==> config.mk <==
export PLATFORM = sky130hd
export DESIGN_NAME = soc_boot_sequencer
export DESIGN_NICKNAME = d
export VERILOG_FILES = /design/src/rtl/soc_boot_pkg.sv /design/src/rtl/cdc_sync_bit.sv /design/src/rtl/soc_boot_sequencer.sv
export SDC_FILE = /design/constraint.sdc
export NUM_CORES = 1
export LEC_CHECK = 0
export ABC_AREA = 1
export BUFFER_PORTS_ARGS = -buffer_cell sky130_fd_sc_hd__buf_2
export CORE_UTILIZATION = 52
export CTS_CLUSTER_DIAMETER = 100
export DETAILED_ROUTE_END_ITERATION = 7
export MAX_ROUTING_LAYER = met4
export PLACE_DENSITY = 0.75
export SKIP_LAST_GASP = 1
export SLEW_MARGIN = 10
export SYNTH_ARGS = -nofsm -noshare
export SYNTH_HDL_FRONTEND = slang
export SYNTH_SLANG_ARGS = --single-unit
==> constraint.sdc <==
create_clock -name core_clk -period 1.43 [get_ports core_clk]
set_input_delay 0.3575 -clock core_clk [delete_from_list [all_inputs] [get_ports core_clk]]
set_output_delay 0.3575 -clock core_clk [all_outputs]
set_load 0.02 [all_outputs]
==> src/rtl/soc_boot_pkg.sv <==
// Shared types and helpers for the SoC boot sequencer.
// State encodings are visible on state_o and must stay fixed.
package soc_boot_pkg;

    localparam int unsigned LOCK_LOSS_CNT_W = 8;

    typedef enum logic [2:0] {
        StWaitLock  = 3'd0,
        StStable    = 3'd1,
        StRstHold   = 3'd2,
        StFetchWait = 3'd3,
        StRun       = 3'd4,
        StHalt      = 3'd5
    } boot_state_t;

    // Width of the shared down-counter: clog2 of the largest period, at least 1 bit.
    // The counter is loaded with period-1, so clog2(period) bits always suffice.
    function automatic int unsigned cnt_width(input int unsigned a,
                                              input int unsigned b,
                                              input int unsigned c);
        int unsigned m;
        int unsigned w;
        m = a;
        if (b > m) m = b;
        if (c > m) m = c;
        w = $clog2(m);
        return (w < 1) ? 1 : w;
    endfunction

endpackage

==> src/rtl/cdc_sync_bit.sv <==
// Multi-flop synchronizer for a single asynchronous bit.
// Resets to 0 so a downstream FSM sees "not locked / not held" out of reset.
module cdc_sync_bit #(
    parameter int unsigned STAGES = 2
) (
    input  logic clk_i,
    input  logic rst_ni,
    input  logic d_i,
    output logic q_o
);

    logic [STAGES-1:0] sync_q;
    logic [STAGES-1:0] sync_d;

    always_comb begin
        sync_d = {sync_q[STAGES-2:0], d_i};
    end

    always_ff @(posedge clk_i or negedge rst_ni) begin
        if (!rst_ni) begin
            sync_q <= '0;
        end else begin
            sync_q <= sync_d;
        end
    end

    assign q_o = sync_q[STAGES-1];

endmodule

==> src/rtl/soc_boot_sequencer.sv <==
// Power-up / clock-loss sequencer: qualifies PLL lock, releases SoC reset,
// then enables fetch; any post-qualification lock loss restarts the sequence.
module soc_boot_sequencer
    import soc_boot_pkg::*;
#(
    parameter int unsigned LOCK_STABLE_CYCLES = 1024,
    parameter int unsigned RST_HOLD_CYCLES    = 16,
    parameter int unsigned FETCH_DELAY_CYCLES = 8,
    parameter int unsigned SYNC_STAGES        = 2
) (
    input  logic                       core_clk,
    input  logic                       reset_n,
    input  logic                       locked_i,
    input  logic                       hold_i,
    output logic                       soc_reset_n_o,
    output logic                       fetch_enable_o,
    output logic [2:0]                 state_o,
    output logic [LOCK_LOSS_CNT_W-1:0] lock_loss_cnt_o
);

    localparam int unsigned CntW =
        cnt_width(LOCK_STABLE_CYCLES, RST_HOLD_CYCLES, FETCH_DELAY_CYCLES);

    typedef logic [CntW-1:0]            cnt_t;
    typedef logic [LOCK_LOSS_CNT_W-1:0] loss_t;

    localparam cnt_t  LoadStable = cnt_t'(LOCK_STABLE_CYCLES - 1);
    localparam cnt_t  LoadRst    = cnt_t'(RST_HOLD_CYCLES - 1);
    localparam cnt_t  LoadFetch  = cnt_t'(FETCH_DELAY_CYCLES - 1);
    localparam loss_t LossMax    = '1;

    logic locked_s;
    logic hold_s;

    boot_state_t state_q, state_d;
    cnt_t        cnt_q, cnt_d;
    loss_t       loss_q, loss_d;
    logic        soc_rst_n_q, soc_rst_n_d;
    logic        fetch_en_q, fetch_en_d;
    logic        cnt_zero;
    logic        lock_lost;

    cdc_sync_bit #(
        .STAGES (SYNC_STAGES)
    ) u_sync_locked (
        .clk_i  (core_clk),
        .rst_ni (reset_n),
        .d_i    (locked_i),
        .q_o    (locked_s)
    );

    cdc_sync_bit #(
        .STAGES (SYNC_STAGES)
    ) u_sync_hold (
        .clk_i  (core_clk),
        .rst_ni (reset_n),
        .d_i    (hold_i),
        .q_o    (hold_s)
    );

    assign cnt_zero  = (cnt_q == '0);
    // Loss during STABLE is just an unqualified lock, not a counted event.
    assign lock_lost = !locked_s && (state_q inside {StRstHold, StFetchWait, StRun, StHalt});

    always_comb begin
        state_d = state_q;
        cnt_d   = cnt_q;
        loss_d  = loss_q;

        unique case (state_q)
            StWaitLock: begin
                cnt_d = '0;
                if (locked_s) begin
                    state_d = StStable;
                    cnt_d   = LoadStable;
                end
            end
            StStable: begin
                if (!locked_s) begin
                    state_d = StWaitLock;
                    cnt_d   = '0;
                end else if (cnt_zero) begin
                    state_d = StRstHold;
                    cnt_d   = LoadRst;
                end else begin
                    cnt_d = cnt_q - 1'b1;
                end
            end
            StRstHold: begin
                if (cnt_zero) begin
                    state_d = StFetchWait;
                    cnt_d   = LoadFetch;
                end else begin
                    cnt_d = cnt_q - 1'b1;
                end
            end
            StFetchWait: begin
                if (cnt_zero) begin
                    state_d = hold_s ? StHalt : StRun;
                end else begin
                    cnt_d = cnt_q - 1'b1;
                end
            end
            StRun: begin
                if (hold_s) begin
                    state_d = StHalt;
                end
            end
            StHalt: begin
                if (!hold_s) begin
                    state_d = StRun;
                end
            end
            default: begin
                state_d = StWaitLock;
                cnt_d   = '0;
            end
        endcase

        // Lock loss overrides every transition computed above.
        if (lock_lost) begin
            state_d = StWaitLock;
            cnt_d   = '0;
            if (loss_q != LossMax) begin
                loss_d = loss_q + 1'b1;
            end
        end

        soc_rst_n_d = (state_d inside {StFetchWait, StRun, StHalt});
        fetch_en_d  = (state_d == StRun);
    end

    always_ff @(posedge core_clk or negedge reset_n) begin
        if (!reset_n) begin
            state_q     <= StWaitLock;
            cnt_q       <= '0;
            loss_q      <= '0;
            soc_rst_n_q <= 1'b0;
            fetch_en_q  <= 1'b0;
        end else begin
            state_q     <= state_d;
            cnt_q       <= cnt_d;
            loss_q      <= loss_d;
            soc_rst_n_q <= soc_rst_n_d;
            fetch_en_q  <= fetch_en_d;
        end
    end

    assign soc_reset_n_o   = soc_rst_n_q;
    assign fetch_enable_o  = fetch_en_q;
    assign state_o         = state_q;
    assign lock_loss_cnt_o = loss_q;

endmodule

* Word-level counts from Yosys, hierarchy flattened
Index checks and enable logic that the tools add are counted.
Storage, ports and cells: output and inout port bits 13, register bits after elaboration 27, input bits 4, logic and storage cells 46
Cells by class: reduce and logical (&&, ||, !) cells 9, equal/unequal tests 11, add/sub/neg operators 2, muxes and demuxes 17
Operators with widths (number):
- 10-bit 2-to-1 mux | 6
- 10-bit one-hot mux with 5 select lines | 1
- 3-bit 2-to-1 mux | 8
- 3-bit one-hot mux with 6 select lines | 1
- 3-bit == test (second input constant) | 4
- 10-bit zero test | 1
- 10-bit by 1-bit subtractor with 10-bit output (second input constant) | 1
- 3-bit by 2-bit == test with 1-bit output (second input constant) | 3
- 8-bit by 1-bit adder with 8-bit output (second input constant) | 1
- 8-bit inequality test (second input constant) | 1
- 2-bit AND reduction | 2
- 4-bit nonzero test | 1
- 3-bit by 1-bit == test with 1-bit output (second input constant) | 1
- 3-bit zero test | 1
- 3-bit inequality test (second input constant) | 1
- 3-bit nonzero test | 1
- 2-bit by 1-bit inequality test with 1-bit output (second input constant) | 1
- 2-bit OR reduction | 1
- 1-bit logical AND | 1
- 1-bit zero test | 1
- 1-bit 2-to-1 mux | 1

* Logic depth before layout (Yosys ltp)
depth after elaboration 7, gate-level depth with buffers 12, mapped depth without buffers 12

* Modules after synthesis
A second synthesis with hierarchy kept.
Second synthesis, totals: cells, all modules 212, area, all modules 1621.6 sq um
By module, submodules not included:
- soc_boot_sequencer | area each 1521.5 sq um, sequential area each 575.6 sq um, instances 1, cells an instance 208
- cdc_sync_bit | area each 50.0 sq um, sequential area each 50.0 sq um, instances 2, cells an instance 2

* Worst setup path after synthesis
Ideal clock, no wire load.
path type register -> register, start reg loss_q[1] (netlist: lock_loss_cnt_o[1]), end reg loss_q[3] (netlist: lock_loss_cnt_o[3]), setup time 117 ps, data arrival time 1379 ps, path buffers 0, required time 1313 ps, clock period less this slack 1496 ps, path slack -66 ps, cell stages (with the launch flop) 9, path through dfrtp_1 > ha_1 > inv_1 > nor3_2 > nand3_1 > nand2_2 > inv_2 > nand3b_1 > nand2_1
On the way: longest elaborated chain between the ends 2, elaborated cells on any way between the ends 3, those cells by class add/sub: 1; eq/ne: 1; reduce/logical: 1
RTL lines:
- from (decl) | line soc_boot_sequencer.sv:37 | loss_t loss_q, loss_d;
- from (signal assigned) | line soc_boot_sequencer.sv:143 | loss_q <= loss_d;
- parallel branches: the longest is 2 deep, another holds 8-bit by 1-bit adder with 8-bit output
Parallel ways; which one is timed is not known. A chain may end at the register's enable or synchronous reset.

* Worst setup path in the final report
start reg cnt_q[1], end reg cnt_q[9]
On the way: longest elaborated chain between the ends 5, elaborated cells on any way between the ends 10, those cells by class add/sub: 1; eq/ne: 1; mux: 6; reduce/logical: 2
RTL lines:
- from (decl) | line soc_boot_sequencer.sv:36 | cnt_t cnt_q, cnt_d;
- from (signal assigned) | line soc_boot_sequencer.sv:142 | cnt_q <= cnt_d;
- 10-bit by 1-bit subtractor with 10-bit output or 10-bit zero test (tied branches)
- 10-bit 2-to-1 mux | line soc_boot_sequencer.sv:82 | end else if (cnt_zero) begin
- 10-bit 2-to-1 mux | line soc_boot_sequencer.sv:79 | if (!locked_s) begin
- 10-bit one-hot mux with 5 select lines | line soc_boot_sequencer.sv:70 | unique case (state_q)
- 10-bit 2-to-1 mux | line soc_boot_sequencer.sv:121 | if (lock_lost) begin
Several ways; a longest one is shown, not always the timed one. The select of a mux whose other input is x is not followed.

==> reports/metrics.csv <==
stage;metric;value;unit
yosys;synthCells;213;
sta;max_freq;645;MHz
placement;io_buffers;16;
job;drv_cap;0;
sta;min_period;1.55;ns
layout;fin_area;2190;µm²
yosys;synth_mux_area_share;0;%
layout;drive_above_1_share;39.0;%
global_routing;antenna_found_initial;0;
layout;multi_input_area;880;µm²
global_routing;globalRouteTotalUtil;25.2;%
pwr;p_per_area;2070;nW/µm²
yosys;yosysWarnings;0;
global_routing;grt_max_degree;17;
yosys;async_flop_share;100;%
route;drtIter0Drc;48;
sta;finalWorstSetupSlack;-0.120;ns
floorplanning;rows;19;
worst_hold_path;hold_end;u_sync_locked.sync_q[0]$_DFF_PN0_;
setup_path;regToRegEndpoint;cnt_q[9]$_DFFE_PN0P_;
sta;period_share;108;%
floorplanning;ios;17;
yosys;ys.flop_type;dfrtp_1;
clock_network;tritoncts;built;
setup_path;reg2reg_depth;10;
global_routing;grt-ovfl-total;0;
route;dr_total_vias;1604;
sta;rsz0062_at_grt;yes;
yosys;synth_xor_area_share;4.55;%
floorplanning;die-area;3180;µm²
clock_network;clock_path_buffers;2;
setup_path;arrival;1.83;ns
setup_path;worstReg2RegStart;cnt_q[1]$_DFFE_PN0P_;
yosys;syn_avg_cell_area;7.23;µm²
yosys;netlist_area;1540;µm²
placement;place_congestion;0.908;
setup_path;rrSetupSlack;-0.12;ns
sta;setup-violations-final;16;
yosys;yosys.area_share.simple;36.1;%
sta;hold_violations;0;
layout;areaGrowthSynthToFinish;41.9;%
floorplanning;die_y;56.4;µm
floorplanning;core_area;2780;µm²
sta;tightest_slew;0.303;ns
outcome;status;finished, violations left;
global_routing;grt_pass1_vias;1426;
sta;skew;0.00864;ns
route;routedWlPerCell;13.7;µm
pwr;ir_drop;1.51;mV
yosys;yosys-top-cells-area;dfrtp_1, nand2_1, inv_1;
clock_network;ctsHtreeMaxLevel;1;
worst_hold_path;hold_path_class;in -> reg;
yosys;yosysMostFrequentCell;nand2_1;
pwr;p_leak;0.00119;µW
setup_path;crit_required;1.71;ns
setup_path;worstPathMaxFanout;5;
clock_network;clockRootBuffer;clkbuf_4;
yosys;yosysSeqAreaShare;43.9;%
clock_network;clock_latency;0.34;ns
route;wl;4.14;mm
layout;fillCellCount;188;
route;viasPerCell;5.29;
yosys;ys_ff_latch;27;
yosys;synth_nets;220;
layout;antennaDiodeCount;0;
yosys;synth.largest_area_cell;dfrtp_1;
layout;nNetsFinal;280;
yosys;synth_edf_count;0;
worst_hold_path;min_from;locked_i;
layout;seq_area;681;µm²
setup_path;cp-start-kind;register;
route;antenna_left;0;
floorplanning;initial_core_util;55.4;%
yosys;synth_top_area_share;43.9;%
sta;drv_slew;0;
outcome;violations;setup timing;
yosys;synth-compound-area-share;5.93;%
sta;slew_headroom;79.8;%
setup_path;critPathCaptureType;register;
yosys;synth_cell_types;23;
route;first_pass_iters;4;
worst_hold_path;hold_path_depth;1;
clock_network;clock-sinks;27;
placement;dp_hpwl;2.66;mm
yosys;synth_top_family_by_area;simple AND/OR/NAND/NOR gates;
setup_path;crit_type;reg -> reg;
global_routing;grt_pass1_wl;6.13;mm
yosys;synth_commonest_cells;nand2_1, dfrtp_1, inv_1;
yosys;synth_fa_ha_area_share;2.44;%
placement;pre_cts_ws;-0.0908;ns
floorplanning;fp.dieW;56.4;µm
clock_network;cts_buffers;3;
clock_network;clk_pin_slew;0.16;ns
layout;final_core_util;78.6;%
route;drc;0;
placement;place_area;1900;µm²
pwr;power;4530;µW
-- state kept, by name, indices dropped and copies added, names as in the netlist --
register              flops
u_sync_hold.sync_q        2
cnt_q                    10
u_sync_locked.sync_q      2
state_o                   3
lock_loss_cnt_o           8
fetch_enable_o            1
soc_reset_n_o             1
-- critical path, stage by stage, from the launching register on --
cell	delay (ns)
dfrtp_1	0.42
inv_2	0.09
ha_4	0.14
nand3_2	0.07
nor2_2	0.11
nand2_2	0.10
o21ai_4	0.19
nand2_4	0.12
clkinv_4	0.10
nand2_2	0.07
nand2_1	0.08
-- cells in the final DEF (no fill, tap or decap), types with 2 or more instances in the layout --
cell type,n
buf_2,10
buf_4,30
buf_6,13
clkbuf_4,3
dfrtp_1,23
dfrtp_2,4
ha_4,2
inv_1,20
inv_2,7
nand2_1,70
nand2_2,15
nand2_4,2
nand3_1,12
nand3_2,3
nand4_1,4
nor2_1,14
nor2_2,5
nor2_4,4
o21ai_0,5
o21ai_1,4
xnor2_1,3
xor2_1,5
-- logic make-up (layout without fill, tap and decap cells) --
| logic type | Yosys count | count (layout) |
|---|---|---|
| buf+inv | 29 | 88 |
| simple gates | 132 | 132 |
| compound gates | 14 | 14 |
| fa+ha+maj | 3 | 3 |
| flops | 27 | 27 |
| xor+xnor | 8 | 8 |
-- metrics by stage --
step           hold WS [ns]  cells  TNS (ns)
3_5_place_dp          0.252    292     -1.03
3_3_place_gp          0.248    292    -0.393
6_report              0.103    303    -0.990
4_1_cts               0.101    299    -0.978
5_1_grt              0.0805    303     -2.76
2_1_floorplan        0.0619    213         0
-- power by group --
| part | leakage [µW] | internal [µW] | total, µW | switching (µW) |
|---|---|---|---|---|
| combinational | 0.000839 | 1280 | 2930 | 1650 |
| clock | 0.0000139 | 107 | 356 | 249 |
| sequential | 0.000341 | 1010 | 1240 | 231 |
| total | 0.00119 | 2400 | 4530 | 2130 |
-- worst max path at each step --
stage	start	to	slack [ns]	cells past startpoint
floorplan	lock_loss_cnt_o[1]$_DFFE_PN0P_	lock_loss_cnt_o[3]$_DFFE_PN0P_	0.007	8
global placement	state_o[2]$_DFF_PN0_	lock_loss_cnt_o[3]$_DFFE_PN0P_	-0.06	8
detailed placement	cnt_q[0]$_DFFE_PN0P_	cnt_q[9]$_DFFE_PN0P_	-0.09	10
CTS	cnt_q[1]$_DFFE_PN0P_	cnt_q[2]$_DFFE_PN0P_	-0.09	10
global route	state_o[2]$_DFF_PN0_	cnt_q[1]$_DFFE_PN0P_	-0.23	10
finish	cnt_q[1]$_DFFE_PN0P_	cnt_q[9]$_DFFE_PN0P_	-0.12	10
-- layout make-up --
cell class	instances	share of cell area, %
well taps	31	1.77
clock buffers	3	1.03
inverters	29	5.44
flip-flops and latches	27	31.1
repair inverters	1	0.286
multi-input cells	157	40.2
repair buffers	54	19.7
clock inverters	1	0.343
-- metal layers --
layer / track usage (%) / vias up / share of wire [%]
li1: - / 778 / -
met1: 33.1 / 767 / 43
met2: 40.3 / 46 / 51
met3: 2.76 / 13 / 3.2
met4: 9.06 / 0 / 2.4
met5: - / - / 0
-- what timing repair did --
item / CTS / global route
pin swaps: 9 / 13
hold buffers: 1 / 0
setup endpoints to repair: 20 / 28
setup buffers: 1 / 4
cloned: 1 / 0
hold endpoints to repair: 11 / 0
resized for setup: 18 / 48
Power figures use the tool's default switching activity.
